`src/rtl/seq_pkg.sv`:
```
// Shared definitions for the 1011 serial transmitter, receiver and benches.
package seq_pkg;

  typedef enum logic {
    IDLE  = 1'b0,
    SHIFT = 1'b1
  } tx_state_t;

  localparam logic [3:0] PAT_1011 = 4'b1011;

endpackage

```
`src/rtl/seq_match_model.sv`:
```
// Reference overlapping Moore 1011 detector watching the transmitted line,
// with a saturating hit counter.
module seq_match_model
  import seq_pkg::*;
#(
  parameter int CNT_W = 16
) (
  input  logic             clk,
  input  logic             rst,
  input  logic             clear,
  input  logic             line,
  output logic             exp_hit,
  output logic [CNT_W-1:0] exp_count
);

  logic [2:0]       hist_reg;
  logic             hit_reg;
  logic [CNT_W-1:0] count_reg;
  logic             match;

  assign match = ({hist_reg, line} == PAT_1011);

  always_ff @(posedge clk or negedge rst) begin
    if (!rst) begin
      hist_reg  <= '0;
      hit_reg   <= 1'b0;
      count_reg <= '0;
    end else if (clear) begin
      hist_reg  <= '0;
      hit_reg   <= 1'b0;
      count_reg <= '0;
    end else begin
      // Idle cycles shift in 0 too, since the receiver sees the low line.
      hist_reg <= {hist_reg[1:0], line};
      hit_reg  <= match;
      if (hit_reg && (count_reg != '1)) begin
        count_reg <= count_reg + 1'b1;
      end
    end
  end

  assign exp_hit   = hit_reg;
  assign exp_count = count_reg;

endmodule

```
`src/rtl/moore_1011_tx.sv`:
```
// Gapless MSB-first word serializer with a one-entry hold register, plus the
// reference 1011 detector running on the driven line.
module moore_1011_tx
  import seq_pkg::*;
#(
  parameter int W     = 8,
  parameter int CNT_W = 16
) (
  input  logic             clk,
  input  logic             rst,
  input  logic             clear,
  input  logic             in_valid,
  input  logic [W-1:0]     in_data,
  output logic             in_ready,
  output logic             dout,
  output logic             dout_valid,
  output logic             exp_hit,
  output logic [CNT_W-1:0] exp_count,
  output logic             idle
);

  localparam int BW = (W > 2) ? $clog2(W) : 1;

  tx_state_t      state_reg;
  logic [W-1:0]   sh_reg;
  logic [BW-1:0]  bcnt_reg;
  logic [W-1:0]   hold_reg;
  logic           hold_full_reg;

  logic accept;
  logic last_bit;
  logic load_slot;

  assign accept    = in_valid && !hold_full_reg;
  assign last_bit  = (state_reg == SHIFT) && (bcnt_reg == BW'(W - 1));
  assign load_slot = (state_reg == IDLE) || last_bit;

  always_ff @(posedge clk or negedge rst) begin
    if (!rst) begin
      state_reg     <= IDLE;
      sh_reg        <= '0;
      bcnt_reg      <= '0;
      hold_reg      <= '0;
      hold_full_reg <= 1'b0;
    end else if (load_slot && (hold_full_reg || accept)) begin
      // A waiting hold word wins; otherwise the accepted word bypasses hold.
      // in_ready is low while hold is full, so no accept can collide here.
      state_reg     <= SHIFT;
      bcnt_reg      <= '0;
      sh_reg        <= hold_full_reg ? hold_reg : in_data;
      hold_full_reg <= 1'b0;
    end else if (load_slot) begin
      // Shifter kept at zero while idle so its MSB drives the quiet line.
      state_reg <= IDLE;
      sh_reg    <= '0;
      bcnt_reg  <= '0;
    end else begin
      sh_reg   <= {sh_reg[W-2:0], 1'b0};
      bcnt_reg <= bcnt_reg + 1'b1;
      if (accept) begin
        hold_reg      <= in_data;
        hold_full_reg <= 1'b1;
      end
    end
  end

  assign in_ready   = !hold_full_reg;
  assign dout       = sh_reg[W-1];
  assign dout_valid = (state_reg == SHIFT);
  assign idle       = (state_reg == IDLE) && !hold_full_reg;

  seq_match_model #(
    .CNT_W(CNT_W)
  ) u_model (
    .clk      (clk),
    .rst      (rst),
    .clear    (clear),
    .line     (dout),
    .exp_hit  (exp_hit),
    .exp_count(exp_count)
  );

endmodule

```
`config.mk`:
```
export PLATFORM = sky130hd
export DESIGN_NAME = moore_1011_tx
export DESIGN_NICKNAME = d
export VERILOG_FILES = /design/src/rtl/seq_pkg.sv /design/src/rtl/seq_match_model.sv /design/src/rtl/moore_1011_tx.sv
export SDC_FILE = /design/constraint.sdc
export NUM_CORES = 1
export LEC_CHECK = 0
export CAP_MARGIN = 20
export CORE_ASPECT_RATIO = 1.2
export CORE_MARGIN = 1
export CORE_UTILIZATION = 48
export CTS_BUF_LIST = sky130_fd_sc_hd__clkbuf_16
export DETAILED_ROUTE_END_ITERATION = 12
export PLACE_DENSITY = 0.81
export SETUP_SLACK_MARGIN = 0.4
export SKIP_LAST_GASP = 1
export SLEW_MARGIN = 20
export SYNTH_ARGS = -nofsm -noshare
export SYNTH_HDL_FRONTEND = slang
export SYNTH_SLANG_ARGS = --single-unit
```
`constraint.sdc`:
```
create_clock -name clk -period 3.15 [get_ports clk]
set_input_delay 0.945 -clock clk [delete_from_list [all_inputs] [get_ports clk]]
set_output_delay 0.945 -clock clk [all_outputs]
set_load 0.1 [all_outputs]
```
==> run_results.csv, run 1 <==
group,metric,value,unit
worst_setup_path,worstPathArrival,2.47,ns
final_layout,multi_input_comb_area,821,um^2
worst_setup_path,crit_path_max_fanout,9,
floorplanning,core,3690,um^2
grt,grt_max_degree,42,
yosys,synthArstFlopShare,100,%
yosys,synth_flop_cell,"dfrtp_1",
clocking,cts-root-buf,"clkbuf_16",
yosys,ys_seq_area_share,54.5,%
yosys,yosys_warnings,0,
timing,rsz0062_at_grt,"false",
final_layout,final_nets,223,
worst_setup_path,worstSetupPathType,"input pin to flop",
clocking,cts_setup_buffers,0,
pwr,power,1700,uW
floorplanning,start_util,51.0,%
placement,pre_cts_ws,0.534,ns
routing,routed_via_density,5.67,
yosys,synthesis.instances,175,
routing,routedWlPerCell,14.5,um
grt,antenna_found_initial,0,
routing,wirelength,3780,um
final_layout,final_cells,261,
yosys,synth_edf_count,0,
final_layout,mostFrequentLayoutCell,"dfrtp_1",
final_layout,antennaDiodeCount,0,
clocking,cts_tree,"done",
final_layout,largest_register_ffs,16,
routing,wl_met3,185,um
clocking,htreeDepth,2,
routing,top_layer,"met4",
pwr,p_per_area,717,nW/um^2
routing,remaining_drc_errors,0,
floorplanning,die-area,4180,um^2
placement,numPortBuffers,32,
floorplanning,dieWidth,59.2,um
run,cap_viol_max_count,0,
routing,wl_met1,1440,um
final_layout,final_cell_mix,"dfrtp_1 (41), buf_4 (23), nor2_1 (22)",
timing,clock_skew,0.00447,ns
hold_path,hp-class,"flop to flop",
routing,dr_wl_met2,2070,um
timing,finalMaxSlewViolations,0,
pwr,p_leak,0.00102,uW
placement,gp_congestion,0.873,
timing,period_share,73.1,%
final_layout,fin_util,64.0,%
grt,grt_pass1_wl,6530,um
yosys,yosysUniqueCellTypes,38,
grt,first_global_vias,1504,
yosys,synth_nets,190,
routing,via_count,1479,
yosys,netlist_area,1880,um^2
routing,drtIter0Drc,67,
pwr,peakVddDrop,0.431,mV
final_layout,fillers,334,
placement,hpwl,2770,um
timing,hold_viol,0,
yosys,syn_area_per_cell,10.8,um^2
routing,ant_nets,0,
clocking,cts-resized-gates,0,
worst_setup_path,crit_path_end_kind,"flop",
final_layout,register_area,1030,um^2
worst_setup_path,worstSetupStartpointType,"input pin",
grt,grt.overflow.total,0,
final_layout,drive_gt1_share,23.0,%
final_layout,syn_to_final_growth,25.5,%
clocking,numCtsBuffers,5,
timing,relSlewSlack,42.2,%
timing,final.setup.worst_slack,0.846,ns
timing,tightestPinTransition,0.867,ns
routing,dr.pass1.iters,4,
timing,max_freq,434,MHz
clocking,clkTransAtPathRegs,0.06,ns
clocking,cts_buffer_depth,2,
status,status,"completed",
timing,setup_viol,0,
yosys,ys_ff_latch,41,
grt,grt_usage,20.9,%
clocking,clkLatencyLatePin,0.28,ns
placement,post-place-cells,253,
floorplanning,rows,24,
clocking,cts_sinks,41,
floorplanning,die_h,70.6,um
timing,finalSetupTns,0,ns
floorplanning,boundaryPins,33,
timing,post-route-min-period,2.30,ns
clocking,ctsHoldBuffers,0,
worst_setup_path,cp.required,3.31,ns
## worst paths after layout
| path | startpoint | to | slack [ns] | depth (start not counted) |
|---|---|---|---|---|
| worst max-delay path | in_valid | hold_reg[2] | 0.85 | 5 |
| worst min register to register | bcnt_reg[0] | bcnt_reg[0] | 0.45 | 1 |
| worst min-delay path | bcnt_reg[0] | bcnt_reg[0] | 0.45 | 1 |
| max in group asynchronous | rst | u_model.hist_reg[2] | 1.83 | 1 |
| worst max register to register | bcnt_reg[0] | hold_reg[2] | 1.22 | 6 |
| min in group asynchronous | rst | u_model.exp_count[14] | 0.78 | 1 |
## worst max-delay path, cell delays in order
cell and delay, ns:
clkdlybuf4s50_1 0.48, nor2b_1 0.15, buf_4 0.17, and2_1 0.34, mux2_2 0.38
## power by group
group | internal, uW | switching, uW
registers | 658 | 69.8
clock network | 370 | 195
logic | 170 | 233
total | 1200 | 498
## layout make-up
type,count,share of cell area [%]
clock buffers,5,5.29
inverters,2,0.318
well taps,52,2.75
clock inverters,3,1.75
multi-input cells,124,34.7
flip-flops and latches,41,43.4
repair buffers,34,11.8
## metal layers
layer / GRT usage [%] / vias to the layer above
li1: - / 707
met3: 4.94 / 8
met5: 0 / -
met2: 36.7 / 55
met4: 8.99 / 0
met1: 23.9 / 709
## cells by family (layout without fill, tap and decap cells)
| group | count (synthesis) | after routing | synth area share (%) |
|---|---|---|---|
| flops | 41 | 41 | 54.5 |
| xor+xnor | 1 | 1 | 0.465 |
| simple gates | 79 | 79 | 24.2 |
| compound gates | 31 | 31 | 10.9 |
| mux | 10 | 10 | 5.91 |
| buf+inv | 10 | 44 | 2.06 |
| fa+ha+maj | 3 | 3 | 1.99 |
## Yosys cell counts, types with 2 or more instances
master	count	area share, %
a221oi_1	7	3.3
nor2_1	23	4.6
nand4_2	2	1.3
nor3_1	3	0.80
nor2b_1	7	2.3
or3_2	2	0.80
and3_1	2	0.66
or4_1	4	1.6
nand2_1	8	1.6
clkbuf_1	7	1.4
ha_1	3	2.0
or3_1	5	1.7
dfrtp_1	41	54
nand2b_1	3	1.0
o31ai_1	6	2.4
nand4_1	5	1.7
nand3_1	3	0.80
a21oi_1	11	2.9
o21ai_0	3	0.80
inv_1	2	0.40
and2_1	4	1.3
mux2_2	8	4.8
## per-stage QoR
step                cell area [um^2]  hold slack [ns]
floorplan                       1890            0.410
global placement                2200            0.420
detailed placement              2200            0.433
CTS                             2360            0.451
global route                    2360            0.466
finish                          2360            0.450
Power figures use the tool's default switching activity.
==> run 2, diff against run 1 <==
==> constraint.sdc (replaced) <==
create_clock -name clk -period 2.3 [get_ports clk]
set_input_delay 0.69 -clock clk [delete_from_list [all_inputs] [get_ports clk]]
set_output_delay 0.69 -clock clk [all_outputs]
set_load 0.1 [all_outputs]
==> run 2 against run 1 <==
Effect of this change: cell area rose by 4.9%; via count did not move; worst setup slack got worse by 0.34 ns; highest routed layer unchanged; clock skew fell by 0.0011 ns; global-route usage rose by 0.085 points.
==> run_results.csv, run 2 (synthesized netlist as in run 1, its figures left out) <==
group,metric,value,unit
pwr,p_per_area,893,nW/um^2
clocking,cts_buffer_depth,2,
final_layout,drive_gt1_share,33.5,%
routing,routedWlPerCell,14.4,um
grt,grt_max_degree,29,
routing,wirelength,3790,um
timing,relSlewSlack,59.1,%
grt,grt_usage,21.0,%
worst_setup_path,startpoint,"u_model.exp_hit",
grt,antenna_found_initial,0,
clocking,cts_setup_buffers,0,
run,cap_viol_max_count,0,
floorplanning,boundaryPins,33,
floorplanning,rows,24,
routing,ant_nets,0,
timing,max_freq,558,MHz
final_layout,antennaDiodeCount,0,
placement,gp_congestion,0.806,
clocking,numCtsBuffers,5,
placement,pre_cts_ws,0.118,ns
clocking,cts_tree,"done",
final_layout,largest_register_ffs,16,
floorplanning,die_h,70.6,um
clocking,htreeDepth,2,
timing,rsz0062_at_grt,"false",
timing,finalMaxSlewViolations,0,
floorplanning,dieWidth,59.2,um
clocking,clkLatencyLatePin,0.28,ns
pwr,p_leak,0.00102,uW
worst_setup_path,worstSetupPathType,"flop to flop",
routing,dr.pass1.iters,4,
final_layout,fin_util,67.1,%
clocking,clkTransAtPathRegs,0.06,ns
worst_setup_path,worstPathArrival,2.00,ns
final_layout,final_nets,226,
grt,first_global_vias,1472,
timing,final.setup.worst_slack,0.507,ns
timing,period_share,78.0,%
final_layout,final_cells,264,
routing,via_count,1479,
clocking,cts-resized-gates,1,
timing,setup_viol,0,
routing,remaining_drc_errors,0,
routing,drtIter0Drc,87,
clocking,ctsHoldBuffers,0,
placement,hpwl,2860,um
timing,tightestPinTransition,0.614,ns
timing,post-route-min-period,1.79,ns
worst_setup_path,cp.required,2.50,ns
floorplanning,die-area,4180,um^2
status,status,"completed",
final_layout,syn_to_final_growth,31.7,%
hold_path,hp-class,"input pin to asynchronous set/reset pin",
floorplanning,start_util,51.0,%
clocking,cts_sinks,41,
pwr,peakVddDrop,0.645,mV
worst_setup_path,crit_path_end_kind,"flop",
timing,hold_viol,0,
grt,grt_pass1_wl,6440,um
worst_setup_path,crit_path_max_fanout,8,
placement,numPortBuffers,32,
timing,clock_skew,0.00335,ns
floorplanning,core,3690,um^2
placement,post-place-cells,256,
grt,grt.overflow.total,0,
worst_setup_path,r2r_start,"u_model.exp_hit",
worst_setup_path,worstSetupStartpointType,"flop",
final_layout,final_cell_mix,"nor2_1 (22), dfrtp_1 (22), buf_4 (22)",
routing,routed_via_density,5.60,
timing,finalSetupTns,0,ns
clocking,cts-root-buf,"clkbuf_16",
[run 2: cell count changes in the layout (fill, tap and decap cells not counted), moves of 2 or more]
cell | previous run | this run
dfrtp_1 | 41 | 22
dfrtp_4 | 0 | 13
dfrtp_2 | 0 | 6
buf_12 | 0 | 4
clkinv_2 | 0 | 2
[run 2: power breakdown]
| group | switching, uW | internal, uW | total, uW |
|---|---|---|---|
| logic | 312 | 251 | 563 |
| registers | 99.1 | 902 | 1000 |
| clock network | 256 | 393 | 649 |
[run 2: worst paths after layout]
kind                                        endpoint  slack (ns)  depth (start not counted)
worst max-delay path            u_model.exp_count[9]        0.51                          4
worst min-delay path            u_model.exp_count[3]        0.42                          1
worst max register to register  u_model.exp_count[9]        0.51                          4
worst min register to register           bcnt_reg[0]        0.44                          1
max in group asynchronous                hold_reg[6]        1.33                          2
min in group clk                         bcnt_reg[0]        0.44                          1
[run 2: critical path, cell delays in order, from the launching register on]
cell	delay (ns)
dfrtp_4	0.46
nand4_2	0.18
or2_0	0.37
or4_1	0.56
a21oi_1	0.16
[run 2: per-stage QoR]
step                cell area [um^2]  hold slack (ns)  total power [uW]
detailed placement              2330            0.422              1580
CTS                             2470            0.437              2240
global route                    2480            0.440              2350
finish                          2480            0.419              2210
global placement                2330            0.425              1550
floorplan                       1950            0.394              1410
[run 2: metal layers]
layer | wire length (um) | global-route usage [%] | share of wire, % | vias up
met4 | 71 | 10.8 | 1.9 | 0
met1 | 1440 | 22.8 | 38 | 718
met2 | 2120 | 37.1 | 56 | 43
met3 | 155 | 5.12 | 4.1 | 7
met5 | 0 | 0 | 0 | -
li1 | - | - | - | 711
[run 2: final cells by class]
type,count,area [um^2]
Clock buffer,5,125
Clock inverter,3,13.8
Inverter,2,7.51
Tap cell,52,65.1
Fill cell,288,1210
Multi-Input combinational cell,124,836
Timing Repair Buffer,37,350
Sequential cell,41,1080
